[config.mk]
export PLATFORM = sky130hd
export DESIGN_NAME = bram_stream_reader
export DESIGN_NICKNAME = d
export VERILOG_FILES = /design/src/rtl/bram_stream_reader_pkg.sv /design/src/rtl/bram_stream_reader.sv
export SDC_FILE = /design/constraint.sdc
export NUM_CORES = 1
export LEC_CHECK = 0
export CORE_MARGIN = 1.5
export CORE_UTILIZATION = 30
export CTS_BUF_LIST = sky130_fd_sc_hd__clkbuf_4 sky130_fd_sc_hd__clkbuf_8
export DETAILED_ROUTE_END_ITERATION = 6
export PLACE_DENSITY_LB_ADDON = 0.1
export REMOVE_ABC_BUFFERS = 1
export SLEW_MARGIN = 5
export SYNTH_ARGS = -nofsm -noshare
export SYNTH_HDL_FRONTEND = slang
export SYNTH_SLANG_ARGS = --single-unit
[constraint.sdc]
create_clock -name clk -period 3.61 [get_ports clk]
set_input_delay 0.361 -clock clk [delete_from_list [all_inputs] [get_ports clk]]
set_output_delay 0.361 -clock clk [all_outputs]
set_load 0.01 [all_outputs]
[src/rtl/bram_stream_reader_pkg.sv]
// bram_stream_reader_pkg: shared buffer geometry, reader state encoding and pointer width rule
package bram_stream_reader_pkg;

    localparam int BUF_ADDR_WIDTH = 11;
    localparam int BUF_DATA_WIDTH = 8;

    typedef enum logic [1:0] {
        IDLE   = 2'd0,
        PRIME  = 2'd1,
        STREAM = 2'd2
    } state_t;

    function automatic int ptr_width(input int addr_width);
        return addr_width + 1;
    endfunction

endpackage

[src/rtl/bram_stream_reader.sv]
// bram_stream_reader: drains the dual-port byte buffer into a registered valid/ready stream after prefill
module bram_stream_reader
    import bram_stream_reader_pkg::*;
#(
    parameter int ADDR_WIDTH  = BUF_ADDR_WIDTH,
    parameter int DATA_WIDTH  = BUF_DATA_WIDTH,
    parameter int PRIME_LEVEL = 1024,
    parameter int COUNT_WIDTH = 16
) (
    input  logic                   clk,
    input  logic                   reset,
    input  logic                   enable,
    input  logic                   flush,
    input  logic [ADDR_WIDTH:0]    wr_ptr,
    output logic [ADDR_WIDTH:0]    rd_ptr,
    output logic [ADDR_WIDTH-1:0]  dpra,
    input  logic [DATA_WIDTH-1:0]  dpo,
    output logic [DATA_WIDTH-1:0]  out_data,
    output logic                   out_valid,
    input  logic                   out_ready,
    output logic [ADDR_WIDTH:0]    level,
    output logic                   streaming,
    output logic [COUNT_WIDTH-1:0] underrun_count,
    output logic                   overflow
);

    localparam int PW = ptr_width(ADDR_WIDTH);
    localparam logic [PW-1:0] DEPTH     = PW'(1) << ADDR_WIDTH;
    localparam logic [PW-1:0] PRIME_THR = PW'(PRIME_LEVEL);

    state_t                 state_q, state_d;
    logic [PW-1:0]          rd_ptr_q, rd_ptr_d;
    logic [DATA_WIDTH-1:0]  out_data_q, out_data_d;
    logic                   out_valid_q, out_valid_d;
    logic [COUNT_WIDTH-1:0] underrun_q, underrun_d;
    logic                   overflow_q, overflow_d;
    logic                   take;
    logic                   fetch;

    assign level          = wr_ptr - rd_ptr_q;
    assign rd_ptr         = rd_ptr_q;
    assign dpra           = rd_ptr_q[ADDR_WIDTH-1:0];
    assign out_data       = out_data_q;
    assign out_valid      = out_valid_q;
    assign streaming      = state_q == STREAM;
    assign underrun_count = underrun_q;
    assign overflow       = overflow_q;

    always_comb begin
        take        = !out_valid_q || out_ready;
        fetch       = 1'b0;
        state_d     = state_q;
        rd_ptr_d    = rd_ptr_q;
        out_data_d  = out_data_q;
        out_valid_d = out_valid_q && !out_ready;
        underrun_d  = underrun_q;
        overflow_d  = overflow_q || (level > DEPTH);
        case (state_q)
            IDLE:    state_d = enable ? PRIME : IDLE;
            PRIME:   state_d = !enable ? IDLE : (level >= PRIME_THR) ? STREAM : PRIME;
            STREAM: begin
                if (!enable) begin
                    state_d = IDLE;
                end else if (take && level == '0) begin
                    state_d    = PRIME;
                    underrun_d = &underrun_q ? underrun_q : underrun_q + COUNT_WIDTH'(1);
                end else begin
                    fetch = take;
                end
            end
            default: state_d = IDLE;
        endcase
        if (fetch) begin
            out_data_d  = dpo;
            out_valid_d = 1'b1;
            rd_ptr_d    = rd_ptr_q + PW'(1);
        end
        if (flush) begin
            state_d     = enable ? PRIME : IDLE;
            rd_ptr_d    = wr_ptr;
            out_data_d  = out_data_q;
            out_valid_d = 1'b0;
            underrun_d  = underrun_q;
            overflow_d  = 1'b0;
        end
    end

    always_ff @(posedge clk) begin
        if (reset) begin
            state_q     <= IDLE;
            rd_ptr_q    <= '0;
            out_data_q  <= '0;
            out_valid_q <= 1'b0;
            underrun_q  <= '0;
            overflow_q  <= 1'b0;
        end else begin
            state_q     <= state_d;
            rd_ptr_q    <= rd_ptr_d;
            out_data_q  <= out_data_d;
            out_valid_q <= out_valid_d;
            underrun_q  <= underrun_d;
            overflow_q  <= overflow_d;
        end
    end

endmodule

==> results.cfg <==
[floorplan]
design.die.area_mm2 = 0.009953
row_count = 35
die_h_um = 99.77
start_util = 0.3069
coreArea_mm2 = 0.009153
io_pins = 87
die_w_um = 99.77

[worst_setup_path]
cpPeakStageDelay_ns = 0.57
crit_type = in2out
crit_slowest_cell = clkdlybuf4s50_1
worstPathArrival_ns = 3.08
worstPathRequired_ns = 3.25
cp-start-kind = primary input
cp_cell_sequence = clkdlybuf4s50_1, ha_1, a21o_1, a21oi_2, a21oi_1, or3_1, a21oi_1, xor2_1, clkdlybuf4s50_1
worst_setup_path_end_kind = output port
cp_max_fo = 5

[timing]
skew_ns = 0.007175
hold_viol = 0
max-slew-margin-rel = 0.5700
slew_viol_final = 0
fmax_ghz = 0.2907
final.period_utilization = 0.9530
min_period_ns = 3.440
tightest_slew_ns = 0.6443
finalSetupViolCount = 0

[clock_tree]
cts_max_level = 2
cts_buffers = 5
cts_sinks = 40
cts_tree = yes
clk_pin_slew_ns = 0.08
clk_path_buf_depth = 2
clk_latency_ns = 0.30
postCtsHoldBufs = 0
ctsRootBufferMaster = clkbuf_8

[route]
via_per_inst = 5.116
drt_first_pass_iters = 4
route.vias.total = 2855
wl_per_cell_um = 14.40
antenna_left = 0
totalWireLength_um = 8036
drt_iter0_markers = 72
drc_errors = 0

[finish]
antenna_cells = 0
drive_gt1_frac = 0.1432
finalInstanceArea_mm2 = 0.004059
post-route-util = 0.4435
area_growth_pct = 44.50
nNetsFinal = 485

[global_routing]
grt_pass1_vias = 2679
antenna_found_initial = 0
grt_overflow = 0
grt_max_degree = 53
track_usage = 0.1612
grt_pass1_wl_um = 12900

[min_path]
hold_path.class = reg2reg

[yosys]
yosysSeqAreaShare = 0.2851
synth_seq_cells = 40
synthArstFlopShare = 0
synth_cells = 345
synth_ff_type = dfxtp_1
synth.distinct_cells = 53
synth_edf_count = 0
syn_area_mm2 = 0.002809
ys_warn_count = 0
avgSynthCellArea_um2 = 8.142

[power]
ir_drop_mv = 0.1281
leakage_nw = 1.566
power_density_mw_per_mm2 = 320.4

[run]
cap_viol_max_count = 0

[placed_design]
numPortBuffers = 86
placed_cell_area_mm2 = 0.003880
place_congestion = 0.8396
hpwlAfterDp_um = 6065

[outcome]
outcome = finished clean
## synth_stat cells (all sizes together) (4+ instances only)
library cell,number,share of area
nor4,5,0.011
o21ai,14,0.025
mux2i,10,0.036
xor2,7,0.025
inv,23,0.031
a311oi,6,0.019
nand2b,17,0.038
nand2,15,0.021
nor2b,4,0.0089
a21oi,28,0.051
buf,15,0.037
nor2,27,0.036
dfxtp,40,0.29
and3,8,0.018
ha,13,0.058
or3,10,0.022
nor3,5,0.0089
a21o,5,0.013
a211oi,6,0.018
a31oi,7,0.018
nand3,9,0.016
clkbuf,11,0.015
nand4,10,0.028
xnor2,12,0.037
## state kept, by name, summed over array words and instances, names as in the netlist
name,cells
state_q,2
out_data,8
overflow,1
underrun_count,16
rd_ptr,12
out_valid,1
## power by group
| group | internal (W) | switching, W |
|---|---|---|
| sequential | 0.000453 | 0.0000137 |
| combinational | 0.000242 | 0.000213 |
| clock | 0.000205 | 0.000174 |
| total | 0.000900 | 0.000401 |
## path summary, 6_finish.rpt
check	slack, ns	depth (start not counted)	start	endpoint
worst min-delay path	0.48	2	out_data[7]	out_data[7]
worst max register to register	0.42	12	rd_ptr[0]	underrun_count[11]
worst min register to register	0.48	2	out_data[7]	out_data[7]
worst max-delay path	0.17	9	wr_ptr[3]	level[11]
## layout by cell type, fill, tap and decap left out, drive strengths merged, types with 5 or more instances in the layout
cell / instances
clkdlybuf4s50: 86
dfxtp: 40
buf: 34
a21oi: 28
nor2: 27
inv: 23
nand2b: 17
nand2: 15
o21ai: 14
ha: 13
xnor2: 12
or3: 10
mux2i: 10
nand4: 10
nand3: 9
and3: 8
xor2: 7
a31oi: 7
a311oi: 6
a211oi: 6
a21o: 5
nor3: 5
clkbuf: 5
nor4: 5
## worst max-delay path: cells and delay by family
kind / cells / cell delay [ns]
fa+ha+maj: 1 / 0.39
simple gates: 1 / 0.34
compound gates: 4 / 0.75
xor+xnor: 1 / 0.22
buf+inv: 2 / 1.02
## stage by stage
stage,hold slack (ns),setup WS (ns),TNS [ns],std cells,power [W]
final,0.4818,0.1697,0,558,0.001301
after floorplan,0.4301,0.1055,0,319,0.0006901
after detailed placement,0.4687,-0.1327,-2.453,545,0.0009202
after global placement,0.4546,-0.09638,-1.525,545,0.0009191
after global routing,0.5027,-0.002335,-0.002335,558,0.001373
after CTS,0.4835,0.06694,0,553,0.001301
## cells by family (layout without fill, tap and decap cells)
| logic type | count (synthesis) | after routing | share of synthesized area |
|---|---|---|---|
| XOR/XNOR | 19 | 19 | 0.06192 |
| AO/OA/AOI/OAI | 86 | 86 | 0.2076 |
| AND/OR/NAND/NOR | 125 | 125 | 0.2539 |
| multiplexers | 12 | 12 | 0.04365 |
| adder cells (fa/ha/maj) | 14 | 14 | 0.06504 |
| flip-flops | 40 | 40 | 0.2851 |
| buffers and inverters | 49 | 151 | 0.08285 |
## timing repair
item,CTS,global route
endpoints found under the hold margin,0,0
gates resized for setup,0,8
endpoints found under the setup margin,0,17
buffers inserted,0,5
## cell type report
cell class | count | area, µm²
clock buffer | 5 | 68.82
multi-input combinational | 256 | 1799
timing repair buffer | 120 | 1120
clock inverter | 3 | 42.54
fill | 936 | 5094
tap | 111 | 138.9
sequential | 40 | 803.3
inverter | 23 | 86.33
## layer usage
metal  wire, µm  global-route usage  up-vias
met1       3724              0.2116     1339
met3        317             0.02881        5
met2       3932              0.2711       68
met5          0                   0        -
met4         61             0.04442        0
li1           -                   -     1443
Note: power is estimated with default switching activity, not from simulation.
